`src/rtl/mole_scheduler.sv`:
```
`default_nettype none
// ============================================================================
// Module   : mole_scheduler
// Purpose  : Whack-a-mole scheduler. Spawns moles into random free holes,
//            times each raised mole on a prescaled tick, and scores whacks
//            (hits) and expirations (misses) with saturating counters.
// Revision : 1.0 - initial release
// ----------------------------------------------------------------------------
// Ports
//   CLK100MHZ   in   1        single rising-edge clock
//   reset       in   1        synchronous active-high reset
//   enable      in   1        spawn request (absorbed while one is pending)
//   difficulty  in   2        up-time divisor exponent, sampled at spawn
//   molehit     in   N_HOLES  whack strobes, one bit per hole
//   mole        out  N_HOLES  raised-mole mask
//   busy        out  1        a spawn request is pending
//   hit_pulse   out  1        one-cycle strobe for any hit this cycle
//   miss_pulse  out  1        one-cycle strobe for any timeout this cycle
//   hit_count   out  8        saturating hit counter
//   miss_count  out  8        saturating miss counter
// ============================================================================
module mole_scheduler #(
  parameter int          N_HOLES    = 8,
  parameter int          MAX_UP     = 3,
  parameter int          TICK_DIV   = 100000,
  parameter int          BASE_TICKS = 1024,
  parameter int          STEP_TICKS = 128,
  parameter logic [15:0] SEED       = 16'hACE1
) (
  input  logic               CLK100MHZ,
  input  logic               reset,
  input  logic               enable,
  input  logic [1:0]         difficulty,
  input  logic [N_HOLES-1:0] molehit,
  output logic [N_HOLES-1:0] mole,
  output logic               busy,
  output logic               hit_pulse,
  output logic               miss_pulse,
  output logic [7:0]         hit_count,
  output logic [7:0]         miss_count
);

  localparam int          IDX_W = $clog2(N_HOLES);
  localparam int          TW    = $clog2(BASE_TICKS + 7 * STEP_TICKS + 1);
  localparam int          PW    = (TICK_DIV > 1) ? $clog2(TICK_DIV) : 1;
  localparam int          CW    = $clog2(N_HOLES + 1);
  // Galois feedback mask for x^16 + x^14 + x^13 + x^11 + 1 (right-shifting)
  localparam logic [15:0] TAPS  = 16'hB400;

  // --------------------------------------------------------------------------
  // State
  // --------------------------------------------------------------------------
  logic [15:0]        lfsr_q, lfsr_d;
  logic [PW-1:0]      pre_q, pre_d;
  logic               pending_q, pending_d;
  logic [N_HOLES-1:0] mole_q, mole_d;
  logic [TW-1:0]      timer_q [N_HOLES];
  logic               hit_pulse_q, hit_pulse_d;
  logic               miss_pulse_q, miss_pulse_d;
  logic [7:0]         hit_cnt_q, hit_cnt_d;
  logic [7:0]         miss_cnt_q, miss_cnt_d;

  // --------------------------------------------------------------------------
  // Combinational datapath
  // --------------------------------------------------------------------------
  logic               tick;
  logic [IDX_W-1:0]   cand;
  logic [2:0]         rnd;
  logic               cand_ok;
  logic               attempt;
  logic               success;
  logic [N_HOLES-1:0] hit_vec;
  logic [N_HOLES-1:0] to_vec;
  logic [N_HOLES-1:0] miss_vec;
  logic [N_HOLES-1:0] spawn_vec;
  logic [CW-1:0]      up_cnt;
  logic [CW-1:0]      hit_n;
  logic [CW-1:0]      miss_n;
  logic [TW-1:0]      base_sh;
  logic [TW-1:0]      step_sh;
  logic [TW-1:0]      load_val;

  function automatic logic [7:0] sat_add(input logic [7:0] a, input logic [CW-1:0] b);
    logic [8:0] s;
    s = {1'b0, a} + 9'(b);
    return s[8] ? 8'hFF : s[7:0];
  endfunction

  assign tick = (pre_q == PW'(TICK_DIV - 1));
  assign cand = lfsr_q[IDX_W-1:0];
  assign rnd  = lfsr_q[IDX_W+2:IDX_W];

  // When N_HOLES is a power of two every index is a real hole.
  generate
    if (N_HOLES == (1 << IDX_W)) begin : g_cand_full
      assign cand_ok = 1'b1;
    end else begin : g_cand_part
      assign cand_ok = (cand < IDX_W'(N_HOLES));
    end
  endgenerate

  always_comb begin
    up_cnt = '0;
    hit_n  = '0;
    miss_n = '0;
    for (int i = 0; i < N_HOLES; i++) begin
      hit_vec[i]  = molehit[i] & mole_q[i];
      to_vec[i]   = tick & mole_q[i] & (timer_q[i] == TW'(1));
      // A whack on an expiring hole counts as a hit only
      miss_vec[i] = to_vec[i] & ~hit_vec[i];
      up_cnt      = up_cnt + CW'(mole_q[i]);
      hit_n       = hit_n + CW'(hit_vec[i]);
      miss_n      = miss_n + CW'(miss_vec[i]);
    end
  end

  always_comb begin
    base_sh  = TW'(BASE_TICKS >> difficulty);
    step_sh  = TW'(STEP_TICKS >> difficulty);
    load_val = base_sh + TW'(rnd) * step_sh;
    if (load_val == '0) begin
      load_val = TW'(1);
    end
  end

  // Eligibility looks only at the mole state at the start of the cycle, so
  // a hole freed by a hit or timeout this cycle cannot be refilled until next.
  assign attempt   = enable | pending_q;
  assign success   = attempt & cand_ok & ~mole_q[cand] & (up_cnt < CW'(MAX_UP));
  assign spawn_vec = success ? (N_HOLES'(1) << cand) : '0;

  always_comb begin
    lfsr_d       = {1'b0, lfsr_q[15:1]} ^ (lfsr_q[0] ? TAPS : 16'h0000);
    pre_d        = tick ? '0 : pre_q + PW'(1);
    pending_d    = attempt & ~success;
    mole_d       = (mole_q & ~hit_vec & ~miss_vec) | spawn_vec;
    hit_pulse_d  = |hit_vec;
    miss_pulse_d = |miss_vec;
    hit_cnt_d    = sat_add(hit_cnt_q, hit_n);
    miss_cnt_d   = sat_add(miss_cnt_q, miss_n);
  end

  // --------------------------------------------------------------------------
  // Registers
  // --------------------------------------------------------------------------
  always_ff @(posedge CLK100MHZ) begin
    if (reset) begin
      lfsr_q       <= SEED;
      pre_q        <= '0;
      pending_q    <= 1'b0;
      mole_q       <= '0;
      hit_pulse_q  <= 1'b0;
      miss_pulse_q <= 1'b0;
      hit_cnt_q    <= '0;
      miss_cnt_q   <= '0;
      for (int i = 0; i < N_HOLES; i++) begin
        timer_q[i] <= '0;
      end
    end else begin
      lfsr_q       <= lfsr_d;
      pre_q        <= pre_d;
      pending_q    <= pending_d;
      mole_q       <= mole_d;
      hit_pulse_q  <= hit_pulse_d;
      miss_pulse_q <= miss_pulse_d;
      hit_cnt_q    <= hit_cnt_d;
      miss_cnt_q   <= miss_cnt_d;
      for (int i = 0; i < N_HOLES; i++) begin
        if (spawn_vec[i]) begin
          timer_q[i] <= load_val;
        end else if (hit_vec[i] | to_vec[i]) begin
          timer_q[i] <= '0;
        end else if (tick & mole_q[i]) begin
          timer_q[i] <= timer_q[i] - TW'(1);
        end
      end
    end
  end

  assign mole       = mole_q;
  assign busy       = pending_q;
  assign hit_pulse  = hit_pulse_q;
  assign miss_pulse = miss_pulse_q;
  assign hit_count  = hit_cnt_q;
  assign miss_count = miss_cnt_q;

endmodule
`default_nettype wire

```
`config.mk`:
```
export PLATFORM = sky130hd
export DESIGN_NAME = mole_scheduler
export DESIGN_NICKNAME = d
export VERILOG_FILES = /design/src/rtl/mole_scheduler.sv
export SDC_FILE = /design/constraint.sdc
export NUM_CORES = 1
export LEC_CHECK = 0
export CORE_ASPECT_RATIO = 0.9
export CORE_MARGIN = 2
export CORE_UTILIZATION = 50
export CTS_CLUSTER_SIZE = 16
export DETAILED_ROUTE_END_ITERATION = 16
export PLACE_DENSITY = 0.68
export SLEW_MARGIN = 20
export SYNTH_ARGS = -nofsm -noshare
export SYNTH_HDL_FRONTEND = slang
export SYNTH_SLANG_ARGS = --single-unit
```
`constraint.sdc`:
```
create_clock -name CLK100MHZ -period 11.8 [get_ports CLK100MHZ]
set_input_delay 2.36 -clock CLK100MHZ [delete_from_list [all_inputs] [get_ports CLK100MHZ]]
set_output_delay 2.36 -clock CLK100MHZ [all_outputs]
set_load 0.05 [all_outputs]
```
==> flow_metrics.env <==
export IMPL_status="completed"
export IMPL_n_antenna_cell=0
export IMPL_drtIter0Drc=483
export IMPL_met3WireLength_um=1330
export IMPL_synthTopCellsByArea="edfxtp_1 30%, dfxtp_1 14%, ha_1 5.4%"
export IMPL_path_clk_slew_ps=60
export IMPL_relSlewSlack_pct=33.4
export IMPL_top_layer="met5"
export IMPL_place_detailed_instances=1157
export IMPL_cts_buffers_inserted=17
export IMPL_power_density_nw_per_um2=131
export IMPL_min_period_over_period_pct=59.6
export IMPL_viasPerCell=5.61
export IMPL_clock_skew_ps=8.81
export IMPL_crit_start="difficulty[0]"
export IMPL_routabilityCongestion=0.840
export IMPL_antenna_found_initial=1
export IMPL_drt_met1_wl_um=9820
export IMPL_irDropWorstVdd_v=0.000125
export IMPL_post_cts_buffers=0
export IMPL_drt_total_wl_um=20100
export IMPL_worstPathMaxFanout=10
export IMPL_layout_drive_gt1_share_pct=6.74
export IMPL_grt_pass1_vias=6311
export IMPL_worstPathCellList="clkdlybuf4s50_1 > nor2b_1 > nand2_1 > fa_1 > fa_1 > inv_1 > ha_1 > fa_1 > or4_1 > nor3_1 > nand3_1 > nand4b_1 > a21oi_1"
export IMPL_finalSetupViolCount=0
export IMPL_yosysMostFrequentCell="nor2_1"
export IMPL_crit_end="timer_q[1][22]"
export IMPL_tns_ps=0
export IMPL_pin_count=40
export IMPL_power_leakage_nw=3.73
export IMPL_synth_largest_area_cell="edfxtp_1"
export IMPL_arrival_ps=7310
export IMPL_post_drt_wl_per_cell_um=16.9
export IMPL_drc=0
export IMPL_nNetsFinal=1007
export IMPL_ys_seq_area_share_pct=43.5
export IMPL_cp_slowest_cell="nor3_1"
export IMPL_hp_class="flop to flop"
export IMPL_netlist_top_cells_count="108 x nor2_1, 88 x edfxtp_1, 60 x dfxtp_1"
export IMPL_start_util_pct=50.6
export IMPL_area_growth_pct=14.1
export IMPL_r2r_end="miss_count[6]"
export IMPL_grt_usage_pct=22.9
export IMPL_rsz0062_at_grt="no"
export IMPL_async_reset_ff_share_pct=0
export IMPL_register_area_um2=3840
export IMPL_cp_slowest_stage_delay_ps=770
export IMPL_synth_top_area_share_pct=29.9
export IMPL_yosysWarnings=0
export IMPL_clk_path_buf_depth=2
export IMPL_syn_nets=972
export IMPL_r2r_setup_slack_ps=6490
export IMPL_grt_max_degree=72
export IMPL_required_ps=12080
export IMPL_rr_worst_depth=18
export IMPL_clock_latency_ps=430
export IMPL_hold_buffers=0
export IMPL_grt_pass1_wl_um=33000
export IMPL_stdcell_count=1189
export IMPL_synth_edff_count=88
export IMPL_reg2reg_from="timer_q[0][1]"
export IMPL_syn_area_per_cell_um2=9.82
export IMPL_tightest_slew_ps=991
export IMPL_port_buffers=39
export IMPL_max_freq_mhz=142
export IMPL_ys_ff_latch=148
export IMPL_multiInputGateArea_um2=4670
export IMPL_synth_area_um2=8850
export IMPL_maxCapViolCount=0
export IMPL_clkSinkCount=148
export IMPL_cts_tree="yes"
export IMPL_dpl_hpwl_um=14300
export IMPL_vias=6665
export IMPL_ant_nets=0
export IMPL_die_w_um=144
export IMPL_crit_path_start_kind="primary input"
export IMPL_hold_viol_final=0
export IMPL_synthDistinctLibCells=63
export IMPL_fillers=1538
export IMPL_first_pass_iters=5
export IMPL_path_class="primary input to flop"
export IMPL_cts_resized=0
export IMPL_dieArea_um2=18800
export IMPL_worstSetupEndpointType="flop"
export IMPL_rows=46
export IMPL_yosys_most_used_dff="edfxtp_1"
export IMPL_cts_max_level=4
export IMPL_crit_top_cell="fa_1"
export IMPL_die_h_um=130
export IMPL_grt_overflow=0
export IMPL_route_met2_wl_um=8560
export IMPL_cts_root_buf="clkbuf_16"
export IMPL_coreArea_um2=17500
export IMPL_fin_crit_ps=7030
export IMPL_finalMaxSlewViolations=0
export IMPL_postSynthCellCount=901
export IMPL_total_power_mw=1.33
-- cell type report --
cell class                 count  area share [%]
timing repair buffer          46            4.34
inverter                      56            2.08
clock buffer                  21            5.00
clock inverter                11            1.29
multi-input combinational    667            46.2
sequential                   148            38.1
tap                          240            2.97
-- routing by layer --
metal / global-route usage (%) / vias to the layer above
met1: 33.3 / 3146
met5: 0 / -
met3: 5.36 / 30
met2: 33.6 / 174
met4: 8.00 / 2
li1: - / 3313
-- registers in the layout, indices dropped and copies added (netlist names) --
register / cells
timer_q: 88
pre_q: 17
lfsr_q: 16
hit_count: 8
miss_count: 8
mole: 8
busy: 1
hit_pulse: 1
miss_pulse: 1
-- worst min-delay path by stage --
stage                    start         end  depth (start not counted)
global route        lfsr_q[12]  lfsr_q[11]                          1
floorplan           lfsr_q[12]  lfsr_q[11]                          1
CTS                 lfsr_q[12]  lfsr_q[11]                          1
global placement    lfsr_q[12]  lfsr_q[11]                          1
detailed placement  lfsr_q[12]  lfsr_q[11]                          1
finish              lfsr_q[12]  lfsr_q[11]                          1
-- worst max-delay path, delay by kind of cell --
family	cells	cell delay (ps)
AO/OA/AOI/OAI	1	160
adder cells (fa/ha/maj)	4	1830
buffers and inverters	2	660
AND/OR/NAND/NOR	6	2310
-- logic make-up (layout without fill, tap and decap cells) --
group	after synthesis	count (layout)	share of synthesized area [%]
XOR/XNOR	88	88	8.71
AND/OR/NAND/NOR	362	362	22.0
adder cells (fa/ha/maj)	58	58	9.90
AO/OA/AOI/OAI	156	156	11.6
buffers and inverters	86	134	3.78
multiplexers	3	3	0.481
flip-flops	148	148	43.5
-- power by group --
group	total (mW)	switching (mW)	internal (mW)	leakage (nW)
Clock	0.581	0.228	0.353	0.315
Sequential	0.598	0.0238	0.574	1.40
Combinational	0.147	0.0876	0.0592	2.01
-- cell usage in the layout, fill, tap and decap left out, drive strengths merged, types with 10 or more instances in the layout --
| cell | instances |
|---|---|
| nand2 | 47 |
| clkdlybuf4s50 | 38 |
| fa | 20 |
| nand3b | 10 |
| o21ai | 19 |
| a21oi | 33 |
| a21o | 12 |
| clkbuf | 21 |
| nand2b | 15 |
| nor2b | 24 |
| edfxtp | 88 |
| xnor2 | 45 |
| a22oi | 35 |
| nor2 | 108 |
| dfxtp | 60 |
| inv | 62 |
| or4 | 14 |
| o22ai | 24 |
| or2 | 10 |
| and2 | 17 |
| nand4 | 10 |
| ha | 38 |
| nand3 | 23 |
| nor3 | 20 |
| nor4 | 23 |
| xor2 | 43 |
-- through the flow --
step | area (µm²) | util (%) | setup WS (ps) | hold slack, ps
floorplan | 8850 | - | 5570 | 389
global placement | 9460 | 54.1 | 4450 | 391
detailed placement | 9460 | 54.1 | 4380 | 395
CTS | 10100 | 57.7 | 4790 | 409
global route | 10100 | 57.7 | 4470 | 423
finish | 10100 | 57.7 | 4770 | 409
Note: power is estimated with default switching activity, not from simulation.
